<file path="config.mk">
export PLATFORM = sky130hd
export DESIGN_NAME = mem_ctrl
export DESIGN_NICKNAME = d
export VERILOG_FILES = /design/src/rtl/mem_ctrl_pkg.sv /design/src/rtl/mem_ctrl.sv
export SDC_FILE = /design/constraint.sdc
export NUM_CORES = 1
export LEC_CHECK = 0
export CAP_MARGIN = 20
export CORE_ASPECT_RATIO = 1.2
export CORE_MARGIN = 2
export CORE_UTILIZATION = 55
export CTS_CLUSTER_DIAMETER = 80
export DETAILED_ROUTE_END_ITERATION = 7
export PLACE_DENSITY = 0.87
export SLEW_MARGIN = 15
export SYNTH_ARGS = -nofsm -noshare
export SYNTH_HDL_FRONTEND = slang
export SYNTH_SLANG_ARGS = --single-unit
</file>
<file path="constraint.sdc">
create_clock -name clk -period 13.3 [get_ports clk]
set_clock_uncertainty 0.15 [all_clocks]
set_input_delay 1.995 -clock clk [delete_from_list [all_inputs] [get_ports clk]]
set_output_delay 1.995 -clock clk [all_outputs]
set_load 0.01 [all_outputs]
</file>
<file path="src/rtl/mem_ctrl_pkg.sv">
// Shared widths, funct3 encodings, FSM state type and load-extension helpers
// for the byte-serial memory controller.
package mem_ctrl_pkg;

  localparam int unsigned ADDR_WIDTH   = 32;
  localparam int unsigned VAL_WIDTH    = 32;
  localparam int unsigned FUNCT3_WIDTH = 3;
  localparam int unsigned LSB_ID_WIDTH = 3;

  localparam logic [1:0] IO_MASK_DEFAULT = 2'b11;

  localparam logic [FUNCT3_WIDTH-1:0] F3_LB  = 3'b000;
  localparam logic [FUNCT3_WIDTH-1:0] F3_LH  = 3'b001;
  localparam logic [FUNCT3_WIDTH-1:0] F3_LW  = 3'b010;
  localparam logic [FUNCT3_WIDTH-1:0] F3_LBU = 3'b100;
  localparam logic [FUNCT3_WIDTH-1:0] F3_LHU = 3'b101;

  typedef enum logic [2:0] {
    StIdle,
    StFetch,
    StLoad,
    StStore,
    StIoWait
  } state_e;

  // Bytes moved by an LSB access; the unused size code 11 is treated as a word.
  function automatic logic [2:0] access_len(input logic [FUNCT3_WIDTH-1:0] funct3);
    case (funct3[1:0])
      2'b00:   return 3'd1;
      2'b01:   return 3'd2;
      default: return 3'd4;
    endcase
  endfunction

  function automatic logic [VAL_WIDTH-1:0] load_extend(input logic [FUNCT3_WIDTH-1:0] funct3,
                                                       input logic [VAL_WIDTH-1:0]    raw);
    case (funct3)
      F3_LB:   return {{24{raw[7]}}, raw[7:0]};
      F3_LH:   return {{16{raw[15]}}, raw[15:0]};
      F3_LBU:  return {24'b0, raw[7:0]};
      F3_LHU:  return {16'b0, raw[15:0]};
      F3_LW:   return raw;
      default: return raw;
    endcase
  endfunction

endpackage

</file>
<file path="src/rtl/mem_ctrl.sv">
// Byte-serial memory controller arbitrating instruction fetch and LSB loads/stores
// over a single 8-bit RAM port with one-cycle read latency.
module mem_ctrl
  import mem_ctrl_pkg::*;
#(
  parameter int unsigned LSB_ID_W = LSB_ID_WIDTH,
  parameter logic [1:0]  IO_MASK  = IO_MASK_DEFAULT
) (
  input  logic                    clk,
  input  logic                    rst_in,
  input  logic                    rdy_in,
  input  logic                    flush,
  input  logic [7:0]              mem_din,
  input  logic                    io_buffer_full,
  output logic [7:0]              mem_dout,
  output logic [ADDR_WIDTH-1:0]   mem_a,
  output logic                    mem_wr,
  input  logic                    if_req,
  input  logic [ADDR_WIDTH-1:0]   if_addr,
  output logic                    if_done,
  output logic [VAL_WIDTH-1:0]    if_data,
  input  logic                    lsb_load_en,
  input  logic                    lsb_store_en,
  input  logic [ADDR_WIDTH-1:0]   lsb_addr,
  input  logic [FUNCT3_WIDTH-1:0] lsb_type,
  input  logic [VAL_WIDTH-1:0]    lsb_val,
  input  logic [LSB_ID_W-1:0]     lsb_load_id,
  output logic                    mem_busy,
  output logic                    load_done,
  output logic [LSB_ID_W-1:0]     load_id,
  output logic [VAL_WIDTH-1:0]    load_val
);

  state_e                  state_q, state_d;
  logic [2:0]              cnt_q, cnt_d;
  logic [2:0]              len_q, len_d;
  logic [ADDR_WIDTH-1:0]   base_q, base_d;
  logic [FUNCT3_WIDTH-1:0] funct3_q, funct3_d;
  logic [LSB_ID_W-1:0]     id_q, id_d;
  logic [VAL_WIDTH-1:0]    sval_q, sval_d;
  logic [VAL_WIDTH-1:0]    buf_q, buf_d;
  logic                    turn_q, turn_d;
  logic                    rdy_q;

  logic [1:0]              rd_idx;
  logic [VAL_WIDTH-1:0]    word;

  assign mem_busy = (state_q != StIdle) || (turn_q && if_req);

  always_comb begin
    state_d  = state_q;
    cnt_d    = cnt_q;
    len_d    = len_q;
    base_d   = base_q;
    funct3_d = funct3_q;
    id_d     = id_q;
    sval_d   = sval_q;
    buf_d    = buf_q;
    turn_d   = turn_q;

    mem_a     = '0;
    mem_wr    = 1'b0;
    mem_dout  = '0;
    if_done   = 1'b0;
    if_data   = '0;
    load_done = 1'b0;
    load_id   = '0;
    load_val  = '0;

    // Byte cnt-1 was addressed last cycle and is on mem_din now.
    rd_idx = 2'(cnt_q - 3'd1);
    word   = buf_q;
    word[{rd_idx, 3'b000} +: 8] = mem_din;

    if (rdy_in && rst_in) begin
      unique case (state_q)
        StIdle: begin
          if (lsb_store_en) begin
            base_d   = lsb_addr;
            funct3_d = lsb_type;
            sval_d   = lsb_val;
            len_d    = access_len(lsb_type);
            cnt_d    = 3'd0;
            if ((lsb_addr[17:16] == IO_MASK) && io_buffer_full) begin
              state_d = StIoWait;
            end else begin
              mem_a    = lsb_addr;
              mem_wr   = 1'b1;
              mem_dout = lsb_val[7:0];
              if (access_len(lsb_type) == 3'd1) begin
                state_d = StIdle;
                if (if_req) turn_d = 1'b1;
              end else begin
                state_d = StStore;
                cnt_d   = 3'd1;
              end
            end
          end else if (lsb_load_en && !flush) begin
            base_d   = lsb_addr;
            funct3_d = lsb_type;
            id_d     = lsb_load_id;
            len_d    = access_len(lsb_type);
            buf_d    = '0;
            mem_a    = lsb_addr;
            state_d  = StLoad;
            cnt_d    = 3'd1;
          end else if (if_req && !flush) begin
            base_d  = if_addr;
            len_d   = 3'd4;
            buf_d   = '0;
            mem_a   = if_addr;
            state_d = StFetch;
            cnt_d   = 3'd1;
            turn_d  = 1'b0;
          end
        end

        StFetch, StLoad: begin
          if (flush) begin
            state_d = StIdle;
            cnt_d   = 3'd0;
            turn_d  = 1'b0;
          end else if (!rdy_q) begin
            // Resuming after a stall: mem_din is stale, so re-address the pending byte.
            mem_a = base_q + 32'(cnt_q - 3'd1);
          end else begin
            buf_d = word;
            if (cnt_q == len_q) begin
              state_d = StIdle;
              cnt_d   = 3'd0;
              if (state_q == StFetch) begin
                if_done = 1'b1;
                if_data = word;
              end else begin
                load_done = 1'b1;
                load_id   = id_q;
                load_val  = load_extend(funct3_q, word);
                if (if_req) turn_d = 1'b1;
              end
            end else begin
              mem_a = base_q + 32'(cnt_q);
              cnt_d = cnt_q + 3'd1;
            end
          end
        end

        StStore, StIoWait: begin
          if ((base_q[17:16] == IO_MASK) && io_buffer_full) begin
            state_d = StIoWait;
          end else begin
            mem_a    = base_q + 32'(cnt_q);
            mem_wr   = 1'b1;
            mem_dout = sval_q[{cnt_q[1:0], 3'b000} +: 8];
            if (cnt_q + 3'd1 == len_q) begin
              state_d = StIdle;
              cnt_d   = 3'd0;
              if (if_req) turn_d = 1'b1;
            end else begin
              state_d = StStore;
              cnt_d   = cnt_q + 3'd1;
            end
          end
        end

        default: state_d = StIdle;
      endcase
    end
  end

  always_ff @(posedge clk or negedge rst_in) begin
    if (!rst_in) begin
      state_q  <= StIdle;
      cnt_q    <= '0;
      len_q    <= '0;
      base_q   <= '0;
      funct3_q <= '0;
      id_q     <= '0;
      sval_q   <= '0;
      buf_q    <= '0;
      turn_q   <= 1'b0;
      rdy_q    <= 1'b0;
    end else begin
      state_q  <= state_d;
      cnt_q    <= cnt_d;
      len_q    <= len_d;
      base_q   <= base_d;
      funct3_q <= funct3_d;
      id_q     <= id_d;
      sval_q   <= sval_d;
      buf_q    <= buf_d;
      turn_q   <= turn_d;
      rdy_q    <= rdy_in;
    end
  end

endmodule

</file>
==> results of run 1 <==
[tightest hold or removal path, delay by kind of cell, from the launching register on]
family / cells / cell delay, ps
flip-flops: 1 / 330
AND/OR/NAND/NOR: 1 / 50
AO/OA/AOI/OAI: 1 / 50
[kinds of logic after synthesis]
logic type | share of synthesized area
muxes | 0.100
AOI/OAI and AO/OA | 0.253
and+or+nand+nor | 0.199
DFF | 0.296
xor gates and xnor gates | 0.0576
buffers and inverters | 0.0363
adders and majority gates | 0.0579
[through the flow]
| stage | power [mW] | instance area (um^2) | utilization |
|---|---|---|---|
| final | 2.93 | 12600 | 0.747 |
| after global routing | 3.12 | 12600 | 0.747 |
| after CTS | 2.88 | 12600 | 0.744 |
| after detailed placement | 2.38 | 12000 | 0.708 |
| after global placement | 2.34 | 12000 | 0.707 |
| after floorplan | 1.87 | 9550 | - |
[registers in the layout (all words and copies together) (netlist names), 3 cells and up]
signal,flops
base_q,32
buf_q,32
cnt_q,3
funct3_q,3
id_q,3
len_q,3
state_q,3
sval_q,32
[per-layer routing]
layer	up-vias	wire [um]
li1	4659	-
met1	4905	13000
met2	606	16800
met3	115	2670
met4	0	1430
met5	-	0
[cell type report]
class	count	share of cell area
clock buffers	19	0.0359
clock inverters	13	0.0117
inverters	18	0.00535
multi-input cells	963	0.508
flip-flops and latches	113	0.224
well taps	216	0.0214
repair buffers	245	0.193
[power breakdown]
part | internal, mW | switching, mW | total (mW)
registers | 0.463 | 0.160 | 0.623
clock network | 0.289 | 0.189 | 0.478
logic | 0.744 | 1.09 | 1.83
[cells in the final DEF (no fill, tap or decap), types with 19 or more instances in the layout]
master           instances
nor2_1                 129
mux2i_1                 33
dfrtp_1                113
o22ai_1                 19
xnor2_1                 29
nand2_1                121
o31ai_1                 27
nor2b_1                 47
clkdlybuf4s50_1        227
a31oi_1                 33
a22oi_1                 37
mux2_2                  39
o21ai_0                 62
ha_1                    41
a21oi_1                 94
xor2_1                  32
a21o_1                  24
nand3_1                 20
[worst min path at each step]
stage	endpoint	cells after the start	from
finish	buf_q[15]$_DFFE_PN0P_	2	buf_q[15]$_DFFE_PN0P_
floorplan	buf_q[10]$_DFFE_PN0P_	2	buf_q[10]$_DFFE_PN0P_
CTS	buf_q[15]$_DFFE_PN0P_	2	buf_q[15]$_DFFE_PN0P_
detailed placement	buf_q[20]$_DFFE_PN0P_	2	buf_q[20]$_DFFE_PN0P_
global placement	buf_q[10]$_DFFE_PN0P_	2	buf_q[10]$_DFFE_PN0P_
global route	buf_q[19]$_DFFE_PN0P_	2	buf_q[19]$_DFFE_PN0P_
==> results.sh, run 1 <==
export IMPL_vias_per_cell=6.48
export IMPL_async_flop_share=1.00
export IMPL_synth_avg_cell_area_um2=8.19
export IMPL_synth_edff_count=0
export IMPL_cts_max_path_buffers=2
export IMPL_worst_setup_path_end_kind="primary output"
export IMPL_numCtsBuffers=17
export IMPL_criticalPathCategory="in -> out"
export IMPL_drv_slew=0
export IMPL_slowest_stage="nor3_1"
export IMPL_netlist_instances=1166
export IMPL_layout_setup_ws_ps=5680
export IMPL_synth_main_ff_cell="dfrtp_1"
export IMPL_status="finished clean"
export IMPL_place_congestion=0.986
export IMPL_die_area_um2=18400
export IMPL_p_leak_nw=5.20
export IMPL_clkSlewWorstSetupHoldPaths_ps=60
export IMPL_use_met2=0.625
export IMPL_fmax_mhz=131
export IMPL_drc_errors=0
export IMPL_post_cts_buffers=0
export IMPL_die_y_um=148
export IMPL_synth_largest_area_cell="dfrtp_1"
export IMPL_worst_r2r_setup_slack_ps=9580
export IMPL_tns_ps=0
export IMPL_hpwl_um=24400
export IMPL_holdBufCountCts=0
export IMPL_wirelength_um=33800
export IMPL_final_nets=1519
export IMPL_final_cells=1587
export IMPL_start_kind="input pin"
export IMPL_cts_root_buffer="clkbuf_16"
export IMPL_synth_commonest_cells="nor2_1 (129), nand2_1 (122), dfrtp_1 (113)"
export IMPL_p_per_area_nw_per_um2=232
export IMPL_vdd_drop_max_uv=122
export IMPL_worstPathMaxFanout=45
export IMPL_worst_pin_slew_ps=1100
export IMPL_period_minus_slack_ps=7620
export IMPL_areaGrowthSynthToFinish_pct=32.2
export IMPL_r2r_start="cnt_q[1]$_DFFE_PN0P_"
export IMPL_syn_cell_area_um2=9550
export IMPL_yosysSeqAreaShare=0.296
export IMPL_critPathTopFamily="simple AND/OR/NAND/NOR gates"
export IMPL_cts_sinks=113
export IMPL_syn_nets=1327
export IMPL_synth_cell_types=76
export IMPL_critPathCapture="load_val[28]"
export IMPL_core_um2=16900
export IMPL_routedWlPerCell_um=21.3
export IMPL_die_w_um=124
export IMPL_firstDrtPassIters=8
export IMPL_ys_ff_latch=113
export IMPL_multiInputGateArea_um2=6420
export IMPL_grt_max_degree=72
export IMPL_synth_top_area_share=0.296
export IMPL_crit_top_cell="nand2_1"
export IMPL_cp_slowest_stage_delay_ps=590
export IMPL_antenna_found_initial=0
export IMPL_rsz0062_at_grt="false"
export IMPL_pre_cts_ws_ps=5740
export IMPL_dp_cells=1553
export IMPL_drive_gt1_frac=0.0861
export IMPL_r2r_end="buf_q[4]$_DFFE_PN0P_"
export IMPL_crit_arrival_ps=5470
export IMPL_cp_num_buf_inv=3
export IMPL_synth_area_top_cells="dfrtp_1 (30%), ha_1 (5.4%), nor2_1 (5.1%)"
export IMPL_crit_path_start="rst_in"
export IMPL_n_antenna_cell=0
export IMPL_ios=229
export IMPL_slew_headroom=0.265
export IMPL_grt_overflow_total=0
export IMPL_grtUsageMet3=0.0514
export IMPL_htree_levels=4
export IMPL_drt_iter0_drc=1077
export IMPL_hold_class="reg -> reg"
export IMPL_vias=10300
export IMPL_grt_busiest_layer="met2"
export IMPL_ys_warnings_count=0
export IMPL_hold_viol_final=0
export IMPL_r2r_cells=7
export IMPL_finalCritPeriodShare=0.573
export IMPL_grtUsageMet1=0.446
export IMPL_setup_viol=0
export IMPL_first_global_vias=10100
export IMPL_numPortBuffers=228
export IMPL_crit_cells=8
export IMPL_grt_pass1_wl_um=53600
export IMPL_maxCapViolCount=0
export IMPL_initial_core_util=0.565
export IMPL_whs_ps=321
export IMPL_cts_tree="yes"
export IMPL_track_usage=0.362
export IMPL_ctsResizeCount=0
export IMPL_crit_path_cell_trace="buf_4 -> nand2_1 -> nor3_1 -> nand2_1 -> inv_2 -> o21ai_1 -> a21oi_1 -> clkdlybuf4s50_1"
export IMPL_seqCellArea_um2=2830
export IMPL_cp_data_required_time_ps=11150
export IMPL_std_cell_rows=52
export IMPL_detail_route_antenna_nets=0
export IMPL_fillers=1312
export IMPL_worstSkewPairLatency_ps=430
export IMPL_synth_most_common_cell="nor2_1"
Power figures use the tool's default switching activity.
==> run 2, diff against run 1 <==
--- a/config.mk
+++ b/config.mk
@@ -8,10 +8,10 @@
 export CAP_MARGIN = 20
 export CORE_ASPECT_RATIO = 1.2
 export CORE_MARGIN = 2
-export CORE_UTILIZATION = 55
+export CORE_UTILIZATION = 46
 export CTS_CLUSTER_DIAMETER = 80
 export DETAILED_ROUTE_END_ITERATION = 7
-export PLACE_DENSITY = 0.87
+export PLACE_DENSITY = 0.78
 export SLEW_MARGIN = 15
 export SYNTH_ARGS = -nofsm -noshare
 export SYNTH_HDL_FRONTEND = slang
==> constraint.sdc (replaced) <==
create_clock -name clk -period 6.3 [get_ports clk]
set_clock_uncertainty 0.15 [all_clocks]
set_input_delay 0.945 -clock clk [delete_from_list [all_inputs] [get_ports clk]]
set_output_delay 0.945 -clock clk [all_outputs]
set_load 0.01 [all_outputs]
==> results.sh, run 2 (synthesized netlist as in run 1, its figures left out) <==
export IMPL_status="finished clean"
export IMPL_ctsResizeCount=0
export IMPL_drv_slew=0
export IMPL_period_minus_slack_ps=5800
export IMPL_whs_ps=322
export IMPL_cp_data_required_time_ps=5200
export IMPL_fmax_mhz=172
export IMPL_hold_viol_final=0
export IMPL_wl_met2_um=16500
export IMPL_place_congestion=1.00
export IMPL_drive_gt1_frac=0.0874
export IMPL_firstDrtPassIters=7
export IMPL_worst_setup_path_end_kind="primary output"
export IMPL_met1_length_um=13600
export IMPL_worstSkewPairLatency_ps=420
export IMPL_cts_max_path_buffers=2
export IMPL_numCtsBuffers=17
export IMPL_worst_pin_slew_ps=1010
export IMPL_die_w_um=136
export IMPL_wirelength_um=33700
export IMPL_cts_sinks=113
export IMPL_multiInputGateArea_um2=6430
export IMPL_std_cell_rows=57
export IMPL_final_cells=1639
export IMPL_mostFrequentLayoutCell="clkdlybuf4s50_1"
export IMPL_grt_pass1_wl_um=52500
export IMPL_start_kind="register"
export IMPL_antenna_found_initial=1
export IMPL_critPathCapture="mem_a[31]"
export IMPL_crit_arrival_ps=4710
export IMPL_numPortBuffers=228
export IMPL_postPlaceCellArea_um2=12100
export IMPL_track_usage=0.308
export IMPL_hold_class="reg -> reg"
export IMPL_crit_path_start="cnt_q[1]$_DFFE_PN0P_"
export IMPL_r2r_end="buf_q[4]$_DFFE_PN0P_"
export IMPL_areaGrowthSynthToFinish_pct=33.0
export IMPL_die_y_um=162
export IMPL_setup_viol=0
export IMPL_hpwl_um=24700
export IMPL_p_leak_nw=5.21
export IMPL_post_cts_buffers=0
export IMPL_mostFrequentLayoutCells="clkdlybuf4s50_1 (227), nor2_1 (129), nand2_1 (121), dfrtp_1 (113), a21oi_1 (94)"
export IMPL_maxCapViolCount=0
export IMPL_pre_cts_ws_ps=1000
export IMPL_final_nets=1521
export IMPL_criticalPathCategory="reg -> out"
export IMPL_htree_levels=4
export IMPL_drc_errors=0
export IMPL_grt_max_degree=68
export IMPL_vias_per_cell=6.14
export IMPL_r2r_start="cnt_q[1]$_DFFE_PN0P_"
export IMPL_finalCritPeriodShare=0.921
export IMPL_drt_iter0_drc=795
export IMPL_vdd_drop_max_uv=237
export IMPL_post_route_util=0.625
export IMPL_initial_core_util=0.470
export IMPL_slew_headroom=0.322
export IMPL_worstPathMaxFanout=11
export IMPL_grt_overflow_total=0
export IMPL_core_um2=20300
export IMPL_layout_setup_ws_ps=496
export IMPL_fillers=1796
export IMPL_die_area_um2=21900
export IMPL_dp_cells=1606
export IMPL_holdBufCountCts=0
export IMPL_cts_tree="yes"
export IMPL_fin_area_um2=12700
export IMPL_vias=10100
export IMPL_dr_wl_met3_um=2570
export IMPL_ios=229
export IMPL_r2r_cells=7
export IMPL_clkSlewWorstSetupHoldPaths_ps=60
export IMPL_total_power_mw=6.15
export IMPL_worst_r2r_setup_slack_ps=3040
export IMPL_p_per_area_nw_per_um2=484
export IMPL_cts_root_buffer="clkbuf_16"
export IMPL_routedWlPerCell_um=20.6
export IMPL_detail_route_antenna_nets=0
export IMPL_first_global_vias=9744
export IMPL_seqCellArea_um2=2830
export IMPL_reg_top3="base_q: 32 flops, buf_q: 32 flops, sval_q: 32 flops"
export IMPL_tns_ps=0
export IMPL_highest_layer="met4"
export IMPL_rsz0062_at_grt="false"
run 2: worst max-delay path, stage by stage (launching register included):
cell and delay, ps:
dfrtp_1 660, inv_1 200, ha_1 440, inv_1 120, ha_1 300, a211oi_1 290
o21ai_1 200, o2111ai_1 340, a21boi_1 130, or2_1 270, a41o_1 260, a2111oi_0 360
or3_1 180, clkdlybuf4s50_1 540
run 2: final cells by class:
class / instances / area share
multi-input combinational: 963 / 0.506
inverter: 18 / 0.00532
clock inverter: 13 / 0.0139
clock buffer: 19 / 0.0356
tap: 265 / 0.0261
antenna: 1 / 0.000197
sequential: 113 / 0.223
timing repair buffer: 247 / 0.191
run 2: report_power, final:
| group | leakage [nW] | internal (mW) | switching, mW |
|---|---|---|---|
| clock | 0.298 | 0.650 | 0.385 |
| combinational | 3.45 | 1.56 | 2.24 |
| sequential | 1.46 | 0.979 | 0.332 |
run 2: layer usage:
metal / vias up / track usage
li1: 4669 / -
met1: 4799 / 0.391
met2: 517 / 0.521
met3: 76 / 0.0521
met4: 0 / 0.122
met5: - / 0
run 2: how the worst min path moves through the flow:
stage	end	depth (start not counted)	slack (ps)	start
after floorplan	buf_q[10]$_DFFE_PN0P_	2	290	buf_q[10]$_DFFE_PN0P_
after global placement	buf_q[16]$_DFFE_PN0P_	2	300	buf_q[16]$_DFFE_PN0P_
after detailed placement	buf_q[20]$_DFFE_PN0P_	2	310	buf_q[20]$_DFFE_PN0P_
after CTS	buf_q[19]$_DFFE_PN0P_	2	320	buf_q[19]$_DFFE_PN0P_
after global routing	buf_q[19]$_DFFE_PN0P_	2	350	buf_q[19]$_DFFE_PN0P_
final	buf_q[19]$_DFFE_PN0P_	2	320	buf_q[19]$_DFFE_PN0P_
